$ cat config.mk
export PLATFORM = sky130hd
export DESIGN_NAME = seq_mult
export DESIGN_NICKNAME = d
export VERILOG_FILES = /design/src/rtl/seq_mult.sv
export SDC_FILE = /design/constraint.sdc
export NUM_CORES = 1
export LEC_CHECK = 0
export ABC_AREA = 1
export CORE_MARGIN = 4
export CORE_UTILIZATION = 50
export DETAILED_ROUTE_END_ITERATION = 8
export GPL_ROUTABILITY_DRIVEN = 1
export PLACE_DENSITY = 0.74
export REMOVE_ABC_BUFFERS = 1
export SLEW_MARGIN = 20
export SYNTH_ARGS = -nofsm -noshare
export SYNTH_HDL_FRONTEND = slang
export SYNTH_SLANG_ARGS = --single-unit
$ cat constraint.sdc
create_clock -name clk -period 3.5 [get_ports clk]
set_input_delay 0.35 -clock clk [delete_from_list [all_inputs] [get_ports clk]]
set_output_delay 0.35 -clock clk [all_outputs]
set_load 0.03 [all_outputs]
$ cat src/rtl/seq_mult.sv
// ---------------------------------------------------------------------------
// seq_mult -- sequential shift-and-add unsigned multiplier.
//
// Computes a*b one multiplier bit per clock, LSB first, into an exact
// 2*WIDTH-bit accumulator. A multiply takes WIDTH RUN cycles, followed by
// a single DONE cycle in which the new result is flagged.
//
// Handshake (start/busy/done):
//   start is sampled on every rising edge. It is accepted, capturing a and b,
//   whenever the FSM is not in RUN (i.e. in IDLE or DONE); while busy=1 it
//   is ignored. done is a one-cycle pulse that coincides with the update of
//   product_full/product/overflow. Holding start high through DONE chains
//   multiplies back to back with no idle cycle in between.
//
// Parameters:
//   WIDTH        operand width in bits (2..32)
// Ports:
//   clk          clock, rising edge
//   rst_n        asynchronous active-low reset
//   start        request a multiply
//   a, b         unsigned multiplicand / multiplier (sampled on accept)
//   busy         high while the FSM is in RUN
//   done         one-cycle pulse, result valid and new
//   product_full registered full product (2*WIDTH bits)
//   product      low WIDTH bits of product_full
//   overflow     OR of the upper WIDTH bits of product_full
//   dbg_state    current FSM state (0=IDLE, 1=RUN, 2=DONE)
// ---------------------------------------------------------------------------
module seq_mult #(
    parameter int WIDTH = 8
) (
    input  logic                 clk,
    input  logic                 rst_n,
    input  logic                 start,
    input  logic [WIDTH-1:0]     a,
    input  logic [WIDTH-1:0]     b,
    output logic                 busy,
    output logic                 done,
    output logic [2*WIDTH-1:0]   product_full,
    output logic [WIDTH-1:0]     product,
    output logic                 overflow,
    output logic [1:0]           dbg_state
);

    // One spare bit so the counter never wraps for any legal WIDTH.
    localparam int CW = $clog2(WIDTH) + 1;

    typedef enum logic [1:0] {
        S_IDLE = 2'd0,
        S_RUN  = 2'd1,
        S_DONE = 2'd2
    } state_t;

    state_t               r_state;
    state_t               w_next_state;

    logic [WIDTH-1:0]     r_a;
    logic [WIDTH-1:0]     r_b;
    logic [2*WIDTH-1:0]   r_acc;
    logic [CW-1:0]        r_cnt;
    logic [2*WIDTH-1:0]   r_product_full;

    logic                 w_accept;
    logic                 w_last;
    logic                 w_bit;
    logic [2*WIDTH-1:0]   w_addend;
    logic [2*WIDTH-1:0]   w_acc_next;

    // start is only honoured outside RUN.
    assign w_accept = start && (r_state != S_RUN);

    // Final RUN cycle processes multiplier bit WIDTH-1.
    assign w_last   = (r_cnt == CW'(WIDTH - 1));

    // Current multiplier bit, selected by a mask so the counter width does
    // not have to match the operand index width.
    assign w_bit    = |(r_b & (WIDTH'(1) << r_cnt));

    assign w_addend   = w_bit ? ({{WIDTH{1'b0}}, r_a} << r_cnt) : '0;
    assign w_acc_next = r_acc + w_addend;

    // -----------------------------------------------------------------------
    // FSM
    // -----------------------------------------------------------------------
    always_ff @(posedge clk or negedge rst_n) begin
        if (!rst_n) begin
            r_state <= S_IDLE;
        end else begin
            r_state <= w_next_state;
        end
    end

    always_comb begin
        w_next_state = r_state;
        case (r_state)
            S_IDLE: begin
                if (start) w_next_state = S_RUN;
            end
            S_RUN: begin
                if (w_last) w_next_state = S_DONE;
            end
            S_DONE: begin
                if (start) w_next_state = S_RUN;
                else       w_next_state = S_IDLE;
            end
            default: w_next_state = S_IDLE;
        endcase
    end

    // -----------------------------------------------------------------------
    // Datapath
    // -----------------------------------------------------------------------
    always_ff @(posedge clk or negedge rst_n) begin
        if (!rst_n) begin
            r_a            <= '0;
            r_b            <= '0;
            r_acc          <= '0;
            r_cnt          <= '0;
            r_product_full <= '0;
        end else if (w_accept) begin
            r_a   <= a;
            r_b   <= b;
            r_acc <= '0;
            r_cnt <= '0;
        end else if (r_state == S_RUN) begin
            r_acc <= w_acc_next;
            r_cnt <= r_cnt + CW'(1);
            // Result register only moves on the edge that enters DONE, so
            // partial sums are never visible on the outputs.
            if (w_last) begin
                r_product_full <= w_acc_next;
            end
        end
    end

    assign busy         = (r_state == S_RUN);
    assign done         = (r_state == S_DONE);
    assign product_full = r_product_full;
    assign product      = r_product_full[WIDTH-1:0];
    assign overflow     = |r_product_full[2*WIDTH-1:WIDTH];
    assign dbg_state    = r_state;

endmodule

==> reports/results.md, run 1 <==
### Worst setup path
* setup slack on the worst flop-to-flop path: 0.35 ns
* data arrival time at the worst-slack endpoint: 3.36 ns
* Critical Path Source: r_cnt[0]
* worst reg2reg path startpoint: r_cnt[0]
* kind of capture point of the worst setup path: flip-flop
* Setup crit start kind: flip-flop
* delay of the slowest critical-path stage: 0.62 ns
* cells on worst reg2reg path: 19
* critical path, cell by cell: inv_2, ha_1, a21oi_1, nand3_1, nand2_1, nand3_2, nand2_2, nor2_1, ha_1, inv_1, fa_1, inv_1, nand3_1, nand3_1, nand2_1, nand2_1, or2_2, nand3_1, nand2_1
* maximum fanout count along the critical path: 14
* crit path to: r_acc[8]
* type of the worst setup path: flip-flop to flip-flop
* required time at the worst-slack endpoint: 3.71 ns
* Reg-to-Reg End: r_acc[8]
* cell with the largest stage delay on the worst path: dfrtp_1

### Cells and area
* proportion of layout cells with a drive suffix above 1: 8.98%
* final net count: 552
* antenna diode count: 0
* footprint of the multi-input gates: 0.00186 mm²
* Synth-to-Final Area Change: 15.5%
* Filler Cell Count: 630
* area of all sequential standard cells: 0.00135 mm²

### Clock tree
* number of clock buffers inserted by TritonCTS: 5
* CTS root buffer: clkbuf_8
* Clk Latency, worst-skew pair: 0.31 ns
* Bufs on Longest Clock Path: 2
* Post-CTS Setup Repair Bufs: 0
* clock transition at the registers of the reported paths: 0.10 ns
* H-tree Lvls: 2
* clock sink count: 54
* TritonCTS clock tree: done

### Die
* die footprint: 0.00859 mm²
* die height: 92.7 µm
* die extent in x: 92.7 µm
* Row Count: 30
* initial core utilization: 52.2%
* Core Footprint: 0.00687 mm²
* Boundary Pins: 48

### Synthesis
* Unique masters post-synth: 37
* total number of yosys warnings: 0
* top cells by area, synth: dfrtp_1 (38%), nand2_1 (18%), ha_1 (7.3%)
* EDFF count, synth: 0
* combined area of all synthesized cells: 0.00359 mm²
* dominant cell type by area after synthesis: dfrtp_1
* number of synthesized register bits: 54
* most numerous cell in the Yosys netlist: nand2_1
* gate count after technology mapping: 476
* post-synthesis sequential area ratio: 37.7%
* most instantiated cells after synthesis: nand2_1 (173), dfrtp_1 (54), inv_1 (53), nand3_1 (37)
* fraction of registers with async set or reset after synthesis: 100%
* top_reg_cell synth: dfrtp_1
* synthesized area per cell: 7.53 µm²
* post-synth top area share: 37.7%

### Route
* number of DRC markers after the initial detailed-route iteration: 105
* DRT antenna net count: 0
* count of vias placed by the detailed router: 3087
* post-DR wirelength/cell: 12.9 µm
* total length of routed wires: 7860 µm
* routed vias/inst: 5.08
* TritonRoute pass-1 iters: 4
* count of unresolved DRC violations after routing: 0

### Min path
* class of the worst hold path: input port to asynchronous set/reset pin

### Power and ir drop
* power per standard cell area: 1060 mW/mm²
* maximum vdd drop: 0.395 mV
* total net switching power: 0.00220 W
* sequential fraction of design power: 27.0%
* cell internal power dissipation: 0.00221 W
* switching power as a share of total power: 49.9%
* leakage power figure: 2.12 nW
* relative contribution of the clock network to total power: 9.6%
* Comb power frac: 63.4%

### STA
* tightest slew margin relative to the limit: 61.6%
* summed negative setup slack over all endpoints: 0 ns
* Tcrit/Tclk final: 90.1%
* max-slew violation total from the final report: 0
* setup slack of the critical path after layout: 0.346 ns
* time the worst path needs with I/O delays and setup: 3.15 ns
* final hold violations: 0
* Fin Clk Skew: 0.00804 ns
* # setup viols final: 0
* RSZ-0062 raised after global routing: false
* Peak Freq: 317 MHz
* Worst-Margin Slew: 0.576 ns

### GRT
* largest net degree at the start of global routing: 45
* all-layer global routing usage: 19.3%
* remaining global-route overflow: 0
* antenna violations before repair: 0
* number of global-route vias before repair: 2980
* global-route wire length before repair: 13300 µm

### Placed design
* weighted congestion reported at the end of routability-driven placement: 0.915
* port bufs: 47
* pre-CTS worst setup slack: 0.321 ns
* hpwl dp: 6150 µm

### Run status
* result of the run: completed

### Job
* Max-Cap Viols: 0

## stage by stage
stage / hold slack [ns] / instance area (µm²) / power [W] / cells / utilization (%)
final: 0.0319 / 4140 / 0.00441 / 608 / 60.3
after global routing: 0.0618 / 4140 / 0.00482 / 608 / 60.3
after CTS: 0.239 / 4140 / 0.00443 / 608 / 60.2
after detailed placement: 0.482 / 4030 / 0.00401 / 600 / 58.6
after global placement: 0.469 / 4030 / 0.00392 / 600 / 58.6
after floorplan: 0.0544 / 3430 / 0.00316 / 455 / -
## cells in the final DEF, fill, tap and decap left out, types with 2 or more instances in the layout
| cell type | instances |
|---|---|
| nor2_1 | 21 |
| nand4_1 | 2 |
| clkbuf_8 | 5 |
| inv_1 | 53 |
| dfrtp_1 | 53 |
| o21ai_0 | 15 |
| nor3_1 | 6 |
| inv_2 | 2 |
| nor4_1 | 3 |
| o21ai_1 | 5 |
| o21ai_2 | 6 |
| nand2_1 | 173 |
| a21oi_1 | 13 |
| buf_4 | 3 |
| nand3_1 | 37 |
| or2_1 | 4 |
| clkdlybuf4s50_1 | 46 |
| mux2_2 | 15 |
| nand3b_1 | 2 |
| o22ai_1 | 2 |
| xnor2_1 | 4 |
| nand2_2 | 2 |
| or2_2 | 3 |
| ha_1 | 21 |
## power by group through the flow
stage / clock (W) / combinational [W] / sequential, W
floorplan: 0 / 0.00172 / 0.00144
global placement: 0 / 0.00273 / 0.00119
detailed placement: 0 / 0.00280 / 0.00120
CTS: 0.000434 / 0.00281 / 0.00119
global route: 0.000456 / 0.00313 / 0.00124
finish: 0.000422 / 0.00280 / 0.00119
## worst min path at each step
| stage | endpoint | slack, ns | depth (start not counted) |
|---|---|---|---|
| 2_1_floorplan | dbg_state[0] | 0.05 | 0 |
| 3_3_place_gp | r_acc[12] | 0.47 | 2 |
| 3_5_place_dp | r_acc[13] | 0.48 | 2 |
| 4_1_cts | product_full[15] | 0.24 | 1 |
| 5_1_grt | product_full[13] | 0.06 | 1 |
| 6_report | product_full[15] | 0.03 | 1 |
## state kept, by name, summed over array words and instances, names as in the netlist
signal	cells
dbg_state	2
product_full	16
r_a	8
r_acc	16
r_b	8
r_cnt	4
## repair_timing
action	in CTS	in global routing
endpoints found under the hold margin	0	0
hold buffers	0	0
gates resized for setup	0	1
endpoints found under the setup margin	0	1
## kinds of logic after synthesis
family | after synthesis | share of synthesized area, %
simple gates | 259 | 31.0
compound gates | 43 | 6.84
xor+xnor | 5 | 1.22
flops | 54 | 37.7
buf+inv | 77 | 10.4
mux | 16 | 4.99
fa+ha+maj | 22 | 7.89
## worst max-delay path: cells and delay by family (launching register included)
family                   cells  cell delay (ns)
adder cells (fa/ha/maj)      3             0.67
AND/OR/NAND/NOR             12             1.29
flip-flops                   1             0.62
buffers and inverters        3             0.33
AO/OA/AOI/OAI                1             0.14
## routing by layer
metal / GRT usage [%] / up-vias / wire length [µm]
li1: - / 1575 / -
met1: 24.5 / 1403 / 3550
met2: 32.6 / 90 / 3670
met3: 3.57 / 19 / 432
met4: 7.20 / 0 / 203
met5: 0 / - / 0
## layout make-up
| cell class | count | area share [%] |
|---|---|---|
| Timing Repair Buffer | 49 | 11.7 |
| Tap cell | 96 | 2.90 |
| Sequential cell | 54 | 32.7 |
| Multi-Input combinational cell | 345 | 45.0 |
| Inverter | 56 | 5.14 |
| Clock inverter | 2 | 0.906 |
| Clock buffer | 6 | 1.75 |
Note: power is estimated with default switching activity, not from simulation.
==> run 2: changes to the inputs <==
--- a/config.mk
+++ b/config.mk
@@ -12,6 +12,7 @@
 export GPL_ROUTABILITY_DRIVEN = 1
 export PLACE_DENSITY = 0.74
 export REMOVE_ABC_BUFFERS = 1
+export SKIP_CTS_REPAIR_TIMING = 1
 export SLEW_MARGIN = 20
 export SYNTH_ARGS = -nofsm -noshare
 export SYNTH_HDL_FRONTEND = slang
==> results of run 2 <==
Same layout as run 1: the final DEF is identical, and so are final timing and power.
